$ cat src/rtl/clk_div_pkg.sv
// Shared types and constants for the programmable clock divider.
package clk_div_pkg;

  localparam int CLK_DIV_CNT_W_DEF = 8;

  typedef enum logic [1:0] {
    STOP = 2'd0,
    RUN  = 2'd1,
    PEND = 2'd2
  } clk_div_state_t;

endpackage

$ cat src/rtl/clk_div_tick_gen_if.sv
// Control/status bundle of the clock divider; CLK_DIV_SYNC_EN adds the sync_in phase-restart input.
interface clk_div_tick_gen_if #(
  parameter int CNT_W = clk_div_pkg::CLK_DIV_CNT_W_DEF
);
  import clk_div_pkg::*;

  logic             en;
  logic [CNT_W-1:0] div_val;
  logic             div_load_req;
  logic             div_load_ack;
  logic             busy;
  logic             tick;
  logic             clk_out;
`ifdef CLK_DIV_SYNC_EN
  logic             sync_in;
`endif

  modport master (
`ifdef CLK_DIV_SYNC_EN
    output sync_in,
`endif
    output en, div_val, div_load_req,
    input  div_load_ack, busy, tick, clk_out
  );

  modport slave (
`ifdef CLK_DIV_SYNC_EN
    input  sync_in,
`endif
    input  en, div_val, div_load_req,
    output div_load_ack, busy, tick, clk_out
  );

endinterface

$ cat src/rtl/clk_div_cnt.sv
// Loadable down-counter with terminal-count flag; tick and clk_out are registered from the next count.
module clk_div_cnt #(
  parameter int CNT_W = 8
) (
  input  logic             clk,
  input  logic             reset,
  input  logic             load,
  input  logic [CNT_W-1:0] load_val,
  input  logic [CNT_W-1:0] div_next,
  input  logic             run_next,
  output logic             tc,
  output logic             tick_reg,
  output logic             clk_out_reg
);

  logic [CNT_W-1:0] cnt_reg;
  logic [CNT_W-1:0] cnt_next;
  logic [CNT_W:0]   half_next;

  always_comb begin
    cnt_next  = load ? load_val : (cnt_reg - CNT_W'(1));
    // floor(R/2) for the divisor that governs the coming cycle
    half_next = ({1'b0, div_next} + (CNT_W+1)'(1)) >> 1;
  end

  assign tc = (cnt_reg == '0);

  always_ff @(posedge clk) begin
    if (reset) begin
      cnt_reg     <= CNT_W'(1);
      tick_reg    <= 1'b0;
      clk_out_reg <= 1'b0;
    end else begin
      cnt_reg     <= cnt_next;
      tick_reg    <= run_next && (cnt_next == '0);
      clk_out_reg <= run_next && ({1'b0, cnt_next} >= half_next);
    end
  end

endmodule

$ cat src/rtl/clk_div_tick_gen.sv
// Programmable clock divider: tick/clk_out at clk/R with glitch-free req/ack divisor reload.
// Optional macro CLK_DIV_SYNC_EN adds sync_in, which restarts the period phase.
module clk_div_tick_gen
  import clk_div_pkg::*;
#(
  parameter int CNT_W = CLK_DIV_CNT_W_DEF
) (
  input logic               clk,
  input logic               reset,
  clk_div_tick_gen_if.slave bus
);

  clk_div_state_t   state_reg, state_next;
  logic [CNT_W-1:0] div_act_reg, div_act_next;
  logic [CNT_W-1:0] div_shd_reg, div_shd_next;
  logic [CNT_W-1:0] cnt_load_val;
  logic             busy_reg, busy_next;
  logic             ack_reg, ack_next;
  logic             cnt_load;
  logic             run_next;
  logic             tc;
  logic             sync_run;
  logic             brk;
  logic             tick_q;
  logic             clk_out_q;

`ifdef CLK_DIV_SYNC_EN
  assign sync_run = bus.sync_in && (state_reg != STOP);
`else
  assign sync_run = 1'b0;
`endif

  // A period ends at terminal count or when a sync restarts the phase.
  assign brk      = tc || sync_run;
  assign run_next = (state_next != STOP);

  always_ff @(posedge clk) begin
    if (reset) begin
      state_reg   <= STOP;
      div_act_reg <= CNT_W'(1);
      div_shd_reg <= CNT_W'(1);
      busy_reg    <= 1'b0;
      ack_reg     <= 1'b0;
    end else begin
      state_reg   <= state_next;
      div_act_reg <= div_act_next;
      div_shd_reg <= div_shd_next;
      busy_reg    <= busy_next;
      ack_reg     <= ack_next;
    end
  end

  always_comb begin
    state_next = state_reg;
    if (!bus.en) begin
      state_next = STOP;
    end else begin
      case (state_reg)
        STOP:    state_next = RUN;
        RUN:     if (bus.div_load_req) state_next = PEND;
        PEND:    if (!bus.div_load_req && brk) state_next = RUN;
        default: state_next = STOP;
      endcase
    end
  end

  always_comb begin
    div_act_next = div_act_reg;
    div_shd_next = bus.div_load_req ? bus.div_val : div_shd_reg;
    busy_next    = busy_reg;
    ack_next     = 1'b0;
    cnt_load     = 1'b0;
    cnt_load_val = div_act_reg;
    if (!bus.en || (state_reg == STOP)) begin
      // Parked or parking: counter rests at R-1 and any new divisor lands at once.
      cnt_load  = 1'b1;
      busy_next = 1'b0;
      if (bus.div_load_req) begin
        div_act_next = bus.div_val;
        ack_next     = 1'b1;
      end else if (state_reg == PEND) begin
        div_act_next = div_shd_reg;
        ack_next     = 1'b1;
      end
      cnt_load_val = div_act_next;
    end else if (bus.div_load_req) begin
      // A request on a boundary is held back so the next period keeps the old length.
      busy_next = 1'b1;
      cnt_load  = brk;
    end else if ((state_reg == PEND) && brk) begin
      div_act_next = div_shd_reg;
      busy_next    = 1'b0;
      ack_next     = 1'b1;
      cnt_load     = 1'b1;
      cnt_load_val = div_shd_reg;
    end else begin
      cnt_load = brk;
    end
  end

  clk_div_cnt #(
    .CNT_W(CNT_W)
  ) u_cnt (
    .clk        (clk),
    .reset      (reset),
    .load       (cnt_load),
    .load_val   (cnt_load_val),
    .div_next   (div_act_next),
    .run_next   (run_next),
    .tc         (tc),
    .tick_reg   (tick_q),
    .clk_out_reg(clk_out_q)
  );

`ifdef CLK_DIV_SYNC_EN
  assign bus.tick = tick_q & ~bus.sync_in;
`else
  assign bus.tick = tick_q;
`endif
  assign bus.clk_out      = clk_out_q;
  assign bus.busy         = busy_reg;
  assign bus.div_load_ack = ack_reg;

endmodule

$ cat src/flat_wrapper.sv
// flat-port wrapper written by rule: the top's interface ports become plain ports
module clk_div_tick_gen_flat import clk_div_pkg::*;
#(
  parameter int CNT_W = CLK_DIV_CNT_W_DEF
)
  (clk, reset, bus_en, bus_div_val, bus_div_load_req, bus_div_load_ack, bus_busy, bus_tick, bus_clk_out);
  clk_div_tick_gen_if #(.CNT_W(CNT_W)) bus_i ();
  input logic clk;
  input logic reset;
  input wire logic [$bits(bus_i.en)-1:0] bus_en;
  input wire logic [$bits(bus_i.div_val)-1:0] bus_div_val;
  input wire logic [$bits(bus_i.div_load_req)-1:0] bus_div_load_req;
  output wire logic [$bits(bus_i.div_load_ack)-1:0] bus_div_load_ack;
  output wire logic [$bits(bus_i.busy)-1:0] bus_busy;
  output wire logic [$bits(bus_i.tick)-1:0] bus_tick;
  output wire logic [$bits(bus_i.clk_out)-1:0] bus_clk_out;
  assign bus_i.en = bus_en;
  assign bus_i.div_val = bus_div_val;
  assign bus_i.div_load_req = bus_div_load_req;
  assign bus_div_load_ack = bus_i.div_load_ack;
  assign bus_busy = bus_i.busy;
  assign bus_tick = bus_i.tick;
  assign bus_clk_out = bus_i.clk_out;
  clk_div_tick_gen #(.CNT_W(CNT_W)) u_core (.clk(clk), .reset(reset), .bus(bus_i));
endmodule
$ cat config.mk
export PLATFORM = sky130hd
export DESIGN_NAME = clk_div_tick_gen_flat
export DESIGN_NICKNAME = d
export VERILOG_FILES = /design/src/rtl/clk_div_pkg.sv /design/src/rtl/clk_div_tick_gen_if.sv /design/src/rtl/clk_div_cnt.sv /design/src/rtl/clk_div_tick_gen.sv /design/src/flat_wrapper.sv
export SDC_FILE = /design/constraint.sdc
export NUM_CORES = 1
export LEC_CHECK = 0
export BUFFER_PORTS_ARGS = -buffer_cell sky130_fd_sc_hd__buf_2
export CAP_MARGIN = 0
export CORE_ASPECT_RATIO = 1.5
export CORE_UTILIZATION = 35
export CTS_BUF_LIST = sky130_fd_sc_hd__clkbuf_4 sky130_fd_sc_hd__clkbuf_8 sky130_fd_sc_hd__clkbuf_16
export CTS_CLUSTER_DIAMETER = 40
export DETAILED_ROUTE_END_ITERATION = 7
export SYNTH_ARGS = -nofsm -noshare
export SYNTH_HDL_FRONTEND = slang
export SYNTH_SLANG_ARGS = --single-unit
$ cat constraint.sdc
create_clock -name clk -period 3.8 [get_ports clk]
set_input_delay 0.76 -clock clk [delete_from_list [all_inputs] [get_ports clk]]
set_output_delay 0.76 -clock clk [all_outputs]
set_load 0.1 [all_outputs]
==> metrics.log, run 1 <==
[metrics] maximum clock frequency: 300.1 MHz
[metrics] Post-Syn Nets: 264
[metrics] placeable core area: 5450 um2
[metrics] TritonCTS clock tree: done
[metrics] maximum level of the CTS H-tree: 2
[metrics] vias in the first global route: 1678
[metrics] routed via count: 1753
[metrics] netlist area before placement: 1977 um2
[metrics] setup fix buffers added after clock tree synthesis: 0
[metrics] final worst path period share: 87.70%
[metrics] antenna violations before repair: 0
[metrics] hold buffer count at CTS: 0
[metrics] Syn Inst Count: ~240
[metrics] Routed WL per cell: 14.92 um
[metrics] power density relative to cell area: 389.6 nW/um2
[metrics] x dimension of the die: 63.37 um
[metrics] proportion of synthesized chip area in sequential cells: 30.38%
[metrics] Overall Global Routing Usage: 18.40%
[metrics] total number of nets in the final design: 285
[metrics] synthesis-stage register bit count: 30
[metrics] Seq pwr share: 41.1%
[metrics] pin count of the biggest net entering global routing: 29
[metrics] Routed WL: 4.982 mm
[metrics] number of sinks on the clock net: 30
[metrics] via-per-instance ratio: 5.249
[metrics] Min Clock Period, post-route: 3332 ps
[metrics] fraction of power spent switching nets: roughly 32%
[metrics] standard-cell rows: 33
[metrics] Least-Margin Pin Slew: between 700 and 800 ps
[metrics] post-synthesis async set-or-reset flop share: 0%
[metrics] max_cap viols: 0
[metrics] number of hold-slack violations in the final timing report: 0
[metrics] area grow syn2layout: 12.91%
[metrics] detailed-placement wirelength estimate: 3.901 mm
[metrics] switching power summed over all nets: between 0.0002 and 0.0003 W
[metrics] number of buffers created by CTS: 5
[metrics] average cell area after synthesis: 8.169 um2
[metrics] required arrival time at the worst endpoint: 3970 ps
[metrics] Initial DRT Pass Iterations: 4
[metrics] Final Cell Area: 2232 um2
[metrics] maximum root-to-sink buffer count: 2
[metrics] startpoint type of the worst setup path: flip-flop
[metrics] Final Slew Violations: 0
[metrics] count of cells resized by post-cts repair: 0
[metrics] start-to-end type of the worst setup path: reg -> reg
[metrics] Initial DRC Count: 55
[metrics] number of port buffers: 15
[metrics] final weighted congestion in routability-driven placement: ~0.87
[metrics] type of element capturing the critical path: flip-flop
[metrics] area of the die: 5959 um2
[metrics] clk_skew: ~2.3 ps
[metrics] total of warnings raised by yosys: 0
[metrics] worst-skew pair later-pin latency: 280 ps
[metrics] run status: completed
[metrics] buffer type at the clock tree root: sky130_fd_sc_hd__clkbuf_8
[metrics] cell area after placement: 2137 um2
[metrics] clock slew at the register clock pins of the worst setup and hold paths: 60 ps
[metrics] critical path fanouts, max: 4
[metrics] first-pass GRT wire length: 8.355 mm
[metrics] total congestion overflow after global routing: 0
[metrics] path category of the worst min-delay check: reg -> reg
[metrics] Worst Path Arrival: between 3000 and 4000 ps
[metrics] highest ir drop seen on vdd: 0.1381 mV
[metrics] Slew headroom: between 50% and 60%
[metrics] FILL cells: 588
[metrics] starting density of the core: 36.27%
[metrics] layout cells sized above 1: 19.32%
[metrics] clock group share of total power: 31.5%
[metrics] DIE HEIGHT: 94.05 um
[metrics] P_leak: 0.9800 nW
[metrics] Top-Level Pins: 16
[metrics] total design power: 0.0008696 W
[metrics] design internal power: slightly below 0.0006 W
[metrics] count of flip-flops with a built-in enable after synthesis: 0
[metrics] setup repair after global routing missed its margin: no
[metrics] number of endpoints failing setup at the final stage: 0
[metrics] combinational group share of total power: roughly 27%
[metrics] post-route DRC violation count: 0
[metrics] Total Negative Setup Slacks: 0 ps
[metrics] Synth cell types: 51
[metrics] leading register cell type out of synthesis: sky130_fd_sc_hd__dfxtp_1
[metrics] antenna cells: 0
[metrics] share of the core filled with cells: approximately two fifths
[metrics] Detail Route Antenna Nets: 0
[cell families (layout without fill, tap and decap cells)]
kind of cell    after synthesis  in the layout  synth area share (%)
buf+inv                      21             43                 6.012
xor+xnor                     11             11                 5.254
simple gates                101            101                 27.09
compound gates               57             57                 18.73
mux                          12             12                 6.203
flops                        30             30                 30.38
fa+ha+maj                    10             10                 6.329
[metal layers]
metal	GRT usage (%)	routed length, um	vias to the layer above
met5	0	0	-
met4	6.250	69	0
met3	1.820	114	6
met2	35.28	2774	31
met1	20.56	2024	817
li1	-	-	899
[critical path, stage by stage, from the launching register on]
cell and delay [ps]:
sky130_fd_sc_hd__dfxtp_1 340, sky130_fd_sc_hd__or4_4 570, sky130_fd_sc_hd__nor4b_4 340, sky130_fd_sc_hd__a21oi_1 120, sky130_fd_sc_hd__a221o_2 390, sky130_fd_sc_hd__ha_1 290, sky130_fd_sc_hd__ha_1 260, sky130_fd_sc_hd__nand2b_1 140
sky130_fd_sc_hd__a21o_1 180, sky130_fd_sc_hd__a21oi_1 150, sky130_fd_sc_hd__nor2b_1 60, sky130_fd_sc_hd__o21ai_0 180, sky130_fd_sc_hd__a21o_1 140, sky130_fd_sc_hd__a21oi_1 60
[cell usage in the layout (no fill, tap or decap), types with 6 or more instances in the layout]
master,n
sky130_fd_sc_hd__dfxtp_1,30
sky130_fd_sc_hd__nor2_1,28
sky130_fd_sc_hd__nand2_1,28
sky130_fd_sc_hd__a21oi_1,15
sky130_fd_sc_hd__buf_2,15
sky130_fd_sc_hd__o21ai_0,13
sky130_fd_sc_hd__buf_4,11
sky130_fd_sc_hd__mux2i_1,10
sky130_fd_sc_hd__ha_1,10
sky130_fd_sc_hd__inv_1,9
sky130_fd_sc_hd__nand3_1,8
sky130_fd_sc_hd__a31oi_1,7
sky130_fd_sc_hd__xor2_1,7
sky130_fd_sc_hd__nor3_1,6
sky130_fd_sc_hd__nor2b_1,6
sky130_fd_sc_hd__clkbuf_8,6
[per-stage QoR]
step	std cells	worst slack, ps	hold WS [ps]
finish	334	467.5	473.1
CTS	334	423.2	479.3
global placement	326	323.5	473.2
detailed placement	326	283.8	466.3
floorplan	242	561.3	449.6
global route	334	224.9	498.8
[Yosys cell counts (all sizes together) (3+ instances only)]
| cell type | count | area (um2) |
|---|---|---|
| xnor2 | 4 | 42.55 |
| nand2 | 28 | 105.1 |
| clkbuf | 8 | 60.06 |
| a31oi | 7 | 43.79 |
| nor3 | 6 | 30.03 |
| o211ai | 3 | 22.52 |
| nor2b | 6 | 37.54 |
| ha | 10 | 125.1 |
| nor2 | 28 | 105.1 |
| buf | 4 | 25.02 |
| mux2i | 10 | 100.1 |
| nand3 | 10 | 60.06 |
| a21oi | 15 | 75.07 |
| nand2b | 3 | 18.77 |
| inv | 9 | 33.78 |
| xor2 | 7 | 61.31 |
| o21ai | 14 | 73.82 |
| dfxtp | 30 | 600.6 |
| nand3b | 3 | 22.52 |
| a21o | 4 | 31.28 |
[final cells by class]
type | instances | area [um2] | share of cell area (%)
tap | 70 | 87.58 | 3.924
inverter | 9 | 33.78 | 1.513
sequential | 30 | 600.6 | 26.91
timing repair buffer | 26 | 157.7 | 7.063
clock inverter | 1 | 5.005 | 0.2242
clock buffer | 7 | 90.09 | 4.036
multi-input combinational | 191 | 1257 | 56.33
[power by group through the flow]
stage	Combinational (W)	Clock, W	Sequential, W
2_1_floorplan	0.000166	0	0.000374
3_3_place_gp	0.000236	0	0.000364
3_5_place_dp	0.000237	0	0.000364
4_1_cts	0.000238	0.000283	0.000357
5_1_grt	0.000268	0.000292	0.000359
6_report	0.000238	0.000274	0.000357
[path summary, 6_finish.rpt]
kind	from	end	cells past startpoint	slack (ps)
min reg2reg	u_core.bus.busy$_SDFFE_PP0P_	u_core.bus.busy$_SDFFE_PP0P_	2	470
min	u_core.bus.busy$_SDFFE_PP0P_	u_core.bus.busy$_SDFFE_PP0P_	2	470
max reg2reg	u_core.u_cnt.cnt_reg[4]$_SDFF_PP0_	u_core.u_cnt.clk_out_reg$_SDFF_PP0_	13	470
max	u_core.u_cnt.cnt_reg[4]$_SDFF_PP0_	u_core.u_cnt.clk_out_reg$_SDFF_PP0_	13	470
Power figures use the tool's default switching activity.
==> run 2, diff against run 1 <==
Settings changed: CORE_UTILIZATION 35 to 30.
==> run 2 against run 1 <==
Final area grew 0.90%. Clock power rose by 13%. Clock-buffer cell count rose by 1. Utilization shrank 5.0 points. Register-to-register slack lost 60 ps. Global-route usage is 1.6 points lower. Largest cell class unchanged. Highest routed layer unchanged.
==> metrics.log, run 2 (synthesis results as in run 1) <==
[metrics] run status: completed
[metrics] startpoint type of the worst setup path: flip-flop
[metrics] Least-Margin Pin Slew: roughly 600 ps
[metrics] GRT met1 Usage: 18.07%
[metrics] Cells after DPL: between 300 and 400
[metrics] hold buffer count at CTS: 0
[metrics] total design power: 0.0009070 W
[metrics] maximum root-to-sink buffer count: 2
[metrics] worst-skew pair later-pin latency: 290 ps
[metrics] TritonCTS clock tree: done
[metrics] Slew headroom: 59.94%
[metrics] met2 routing resource usage after global routing: just over 30%
[metrics] final worst path period share: roughly nine tenths
[metrics] area of the die: 6925 um2
[metrics] antenna cells: 0
[metrics] total congestion overflow after global routing: 0
[metrics] starting density of the core: 31.57%
[metrics] DIE HEIGHT: 101.4 um
[metrics] maximum clock frequency: about 300 MHz
[metrics] Detail Route Antenna Nets: 0
[metrics] antenna violations before repair: 0
[metrics] buffer type at the clock tree root: sky130_fd_sc_hd__clkbuf_8
[metrics] Final Slew Violations: 0
[metrics] setup repair after global routing missed its margin: no
[metrics] post-route DRC violation count: 0
[metrics] number of endpoints failing setup at the final stage: 0
[metrics] Top-Level Pins: 16
[metrics] Initial DRT Pass Iterations: 7
[metrics] total number of nets in the final design: roughly 290
[metrics] Worst Path Arrival: 3620 ps
[metrics] Initial DRC Count: 69
[metrics] pin count of the biggest net entering global routing: 29
[metrics] detailed-placement wirelength estimate: 4.026 mm
[metrics] area grow syn2layout: 13.92%
[metrics] most used cells in the layout excluding fill and tap cells: sky130_fd_sc_hd__dfxtp_1, sky130_fd_sc_hd__nor2_1, sky130_fd_sc_hd__nand2_1
[metrics] leading cell type in the layout, fill and taps excluded: sky130_fd_sc_hd__dfxtp_1
[metrics] max_cap viols: 0
[metrics] power density relative to cell area: just over 400 nW/um2
[metrics] path category of the worst min-delay check: reg -> reg
[metrics] number of hold-slack violations in the final timing report: 0
[metrics] final weighted congestion in routability-driven placement: 0.8890
[metrics] required arrival time at the worst endpoint: 4020 ps
[metrics] Routed WL per cell: 15.45 um
[metrics] Total Negative Setup Slacks: 0 ps
[metrics] Overall Global Routing Usage: 16.81%
[metrics] start-to-end type of the worst setup path: reg -> reg
[metrics] setup fix buffers added after clock tree synthesis: 0
[metrics] first-pass GRT wire length: 8.576 mm
[metrics] FILL cells: between 600 and 700
[metrics] type of element capturing the critical path: flip-flop
[metrics] placeable core area: between 6000 and 7000 um2
[metrics] x dimension of the die: 68.28 um
[metrics] number of port buffers: 15
[metrics] number of buffers created by CTS: 5
[metrics] count of cells resized by post-cts repair: 0
[metrics] layout cells sized above 1: 19.32%
[metrics] standard-cell rows: 35
[metrics] clock slew at the register clock pins of the worst setup and hold paths: about 70 ps
[metrics] critical path fanouts, max: 7
[metrics] maximum level of the CTS H-tree: 2
[metrics] final standard cell count with taps included and fillers excluded: between 300 and 400
[metrics] P_leak: a little under 1 nW
[metrics] vias in the first global route: 1788
[metrics] Min Clock Period, post-route: 3395 ps
[metrics] Routed WL: 5.222 mm
[metrics] routed via count: 1810
[metrics] global-route met3 utilization: 1.914%
[metrics] highest ir drop seen on vdd: 0.1453 mV
[metrics] via-per-instance ratio: 5.355
[metrics] clk_skew: 7.010 ps
[metrics] grt peak-use layer: met2
[metrics] number of sinks on the clock net: 30
run 2: changes by cell type in the layout (fill, tap and decap cells not counted):
cell,previous run,this run
sky130_fd_sc_hd__clkbuf_4,1,0
sky130_fd_sc_hd__clkbuf_8,6,8
sky130_fd_sc_hd__clkinv_2,1,0
run 2: final timing paths:
check	from	to	slack (ps)	cells past startpoint
worst max-delay path	u_core.u_cnt.cnt_reg[0]$_SDFF_PP1_	u_core.u_cnt.clk_out_reg$_SDFF_PP0_	410	13
worst min-delay path	u_core.div_shd_reg[3]$_SDFFE_PP0P_	u_core.div_shd_reg[3]$_SDFFE_PP0P_	480	2
worst max register to register	u_core.u_cnt.cnt_reg[0]$_SDFF_PP1_	u_core.u_cnt.clk_out_reg$_SDFF_PP0_	410	13
worst min register to register	u_core.div_shd_reg[3]$_SDFFE_PP0P_	u_core.div_shd_reg[3]$_SDFFE_PP0P_	480	2
run 2: cell type report:
class	count	area (um2)	area share [%]
flip-flops and latches	30	600.6	26.67
repair buffers	26	157.7	7.000
well taps	74	92.59	4.111
inverters	9	33.78	1.500
multi-input cells	191	1257	55.83
clock buffers	8	110.1	4.889
run 2: per-layer routing:
| layer | vias to the layer above | part of all wire, % |
|---|---|---|
| met5 | - | 0 |
| met4 | 0 | 3.1 |
| met3 | 12 | 2.0 |
| met2 | 33 | 53 |
| met1 | 866 | 42 |
| li1 | 899 | - |
run 2: worst max-delay path, cell delays in order, from the launching register on:
cell and delay, ps:
sky130_fd_sc_hd__dfxtp_1 320, sky130_fd_sc_hd__inv_1 70, sky130_fd_sc_hd__ha_1 290, sky130_fd_sc_hd__nor3b_1 320, sky130_fd_sc_hd__nand3_2 210, sky130_fd_sc_hd__nand2_1 170
sky130_fd_sc_hd__o221ai_1 170, sky130_fd_sc_hd__or3_1 450, sky130_fd_sc_hd__or4b_4 550, sky130_fd_sc_hd__xnor2_2 150, sky130_fd_sc_hd__ha_1 270, sky130_fd_sc_hd__o21ai_0 80
sky130_fd_sc_hd__a21o_1 160, sky130_fd_sc_hd__a21oi_1 120
run 2: report_power, final:
group | total (W) | leakage (nW) | internal (W) | switching [W]
clock | 0.000309 | 0.0575 | 0.000183 | 0.000126
sequential | 0.000358 | 0.248 | 0.000337 | 0.0000210
combinational | 0.000240 | 0.682 | 0.0000989 | 0.000141
run 2: per-stage QoR:
stage	setup slack [ps]	hold slack [ps]	area (um2)	util (%)
finish	405.2	481.0	2252	35.96
global route	113.6	524.9	2252	35.96
CTS	410.5	484.2	2252	35.96
detailed placement	233.0	474.2	2142	34.21
global placement	277.6	474.1	2142	34.21
floorplan	561.3	449.6	1977	-
==> run 3, diff against run 2 <==
Settings changed: GPL_TIMING_DRIVEN set to 0, MAX_ROUTING_LAYER set to met4.
==> run 3 against run 2 <==
Cell count shrank 0.59%. Clock-buffer cell count shrank 2. Final area shrank 1.1%. Critical path depth shrank 1.
==> metrics.log, run 3 (synthesis results as in run 1) <==
[metrics] run status: completed
[metrics] P_leak: between 0.9 and 1 nW
[metrics] startpoint type of the worst setup path: input port
[metrics] Initial DRT Pass Iterations: 4
[metrics] start-to-end type of the worst setup path: in -> reg
[metrics] Slew headroom: 61.71%
[metrics] pin count of the biggest net entering global routing: 11
[metrics] post-route DRC violation count: 0
[metrics] wire length on met3: between 100 and 150 um
[metrics] maximum root-to-sink buffer count: 2
[metrics] power density relative to cell area: 379.7 nW/um2
[metrics] vias in the first global route: 1666
[metrics] total design power: about 0.00085 W
[metrics] Detail Route Antenna Nets: 0
[metrics] register cell area after layout: 600.6 um2
[metrics] most used cells in the layout excluding fill and tap cells: sky130_fd_sc_hd__dfxtp_1, sky130_fd_sc_hd__nor2_1, sky130_fd_sc_hd__nand2_1
[metrics] Seq pwr share: 42.3%
[metrics] worst min-delay path startpoint: u_core.bus.busy$_SDFFE_PP0P_
[metrics] starting density of the core: about a third
[metrics] FILL cells: 670
[metrics] Overall Global Routing Usage: 16.83%
[metrics] x dimension of the die: 68.28 um
[metrics] number of sinks on the clock net: 30
[metrics] layout cells sized above 1: 16.79%
[metrics] amount of wire on met2 after detailed routing: 2.834 mm
[metrics] standard-cell rows: 35
[metrics] area grow syn2layout: 12.66%
[metrics] Top-Level Pins: 16
[metrics] first-pass GRT wire length: 8.183 mm
[metrics] cell area after placement: roughly 2100 um2
[metrics] combinational group share of total power: between 20% and 30%
[metrics] final weighted congestion in routability-driven placement: 0.8941
[metrics] DIE HEIGHT: 101.4 um
[metrics] final worst path period share: 93.59%
[metrics] max_cap viols: 0
[metrics] total congestion overflow after global routing: 0
[metrics] maximum clock frequency: 281.2 MHz
[metrics] reg-to-reg startpoint: u_core.u_cnt.cnt_reg[0]$_SDFF_PP1_
[metrics] placeable core area: 6262 um2
[metrics] critical path fanouts, max: 6
[metrics] worst-skew pair later-pin latency: 280 ps
[metrics] area of the die: 6925 um2
[metrics] maximum level of the CTS H-tree: 2
[metrics] antenna violations before repair: 0
[metrics] routed via count: 1758
[metrics] leading cell type in the layout, fill and taps excluded: sky130_fd_sc_hd__dfxtp_1
[metrics] Final Slew Violations: 0
[metrics] switching power summed over all nets: 0.0002738 W
[metrics] via-per-instance ratio: 5.232
[metrics] design internal power: roughly 0.00057 W
[metrics] clk_skew: about 4.7 ps
[metrics] Min Clock Period, post-route: roughly 3600 ps
[metrics] buffer type at the clock tree root: sky130_fd_sc_hd__clkbuf_8
[metrics] Worst Path Arrival: 3770 ps
[metrics] total number of nets in the final design: 285
[metrics] required arrival time at the worst endpoint: 4010 ps
[metrics] Routed WL per cell: 15.53 um
[metrics] type of element capturing the critical path: flip-flop
[metrics] length of routed wiring on met1: ~2.1 mm
[metrics] Final Cell Area: 2227 um2
[metrics] setup repair after global routing missed its margin: no
[metrics] fraction of power spent switching nets: approximately a third
[metrics] number of endpoints failing setup at the final stage: 0
[metrics] clock slew at the register clock pins of the worst setup and hold paths: 60 ps
[metrics] Initial DRC Count: 63
[metrics] setup fix buffers added after clock tree synthesis: 0
[metrics] TritonCTS clock tree: done
[metrics] critical path startpoint: bus_div_load_req
[metrics] number of buffers created by CTS: 5
[metrics] Top Layer Used: met4
[metrics] Cells after DPL: 330
[metrics] area used by multi-input combinational logic: about 1300 um2
[metrics] path category of the worst min-delay check: reg -> reg
[metrics] Least-Margin Pin Slew: 574.3 ps
[metrics] clock group share of total power: 30.0%
[metrics] share of the core filled with cells: 35.56%
[metrics] detailed-placement wirelength estimate: 4.135 mm
[metrics] Routed WL: 5.219 mm
[metrics] number of hold-slack violations in the final timing report: 0
[metrics] final standard cell count with taps included and fillers excluded: 336
[metrics] highest ir drop seen on vdd: between 0.1 and 0.15 mV
[metrics] antenna cells: 0
[metrics] number of port buffers: 14
[metrics] Total Negative Setup Slacks: 0 ps
[run 3: worst max-delay path, cell delays in order]
cell and delay [ps]:
sky130_fd_sc_hd__buf_2 140, sky130_fd_sc_hd__nor3b_2 340, sky130_fd_sc_hd__nand3_2 280, sky130_fd_sc_hd__nand2_1 210, sky130_fd_sc_hd__o221ai_1 250, sky130_fd_sc_hd__or3_1 470, sky130_fd_sc_hd__or4b_4 540, sky130_fd_sc_hd__xnor2_2 150
sky130_fd_sc_hd__ha_1 280, sky130_fd_sc_hd__o21ai_0 70, sky130_fd_sc_hd__a21o_1 150, sky130_fd_sc_hd__a21oi_1 120
[run 3: layout make-up]
cell class / instances / area share [%]
Multi-Input combinational cell: 191 / 56.69
Timing Repair Buffer: 14 / 3.146
Buffer: 12 / 3.820
Inverter: 9 / 1.517
Clock buffer: 6 / 3.708
Sequential cell: 30 / 26.97
Tap cell: 74 / 4.157
[run 3: final timing paths]
kind	slack [ps]	endpoint	cells after the start
setup / recovery	240	u_core.u_cnt.clk_out_reg$_SDFF_PP0_	12
hold reg to reg	480	u_core.bus.busy$_SDFFE_PP0P_	2
setup reg to reg	290	u_core.u_cnt.clk_out_reg$_SDFF_PP0_	13
hold / removal	480	u_core.bus.busy$_SDFFE_PP0P_	2
[run 3: per-layer routing]
layer	track usage [%]	vias to the layer above
met5	-	-
met3	2.928	12
met1	17.07	828
met2	29.26	27
li1	-	891
met4	9.615	0
[run 3: through the flow]
stage                     hold WS [ps]  setup slack, ps
after floorplan                  449.6            561.3
after global placement           463.9           -38.02
after detailed placement         469.9            4.331
after CTS                        476.2            171.9
after global routing             502.9            85.11
final                            477.0            243.7
[run 3: repair_timing]
action / CTS / global route
setup endpoints to repair: 0 / 1
gates resized for setup: 0 / 1
endpoints found under the hold margin: 0 / 0
hold buffers: 0 / 0
[run 3: power by group through the flow]
stage	Sequential, W	Combinational (W)	Clock, W
CTS	0.000357	0.000235	0.000255
floorplan	0.000374	0.000166	0
global route	0.000360	0.000258	0.000266
global placement	0.000363	0.000231	0
detailed placement	0.000364	0.000233	0
finish	0.000357	0.000235	0.000253
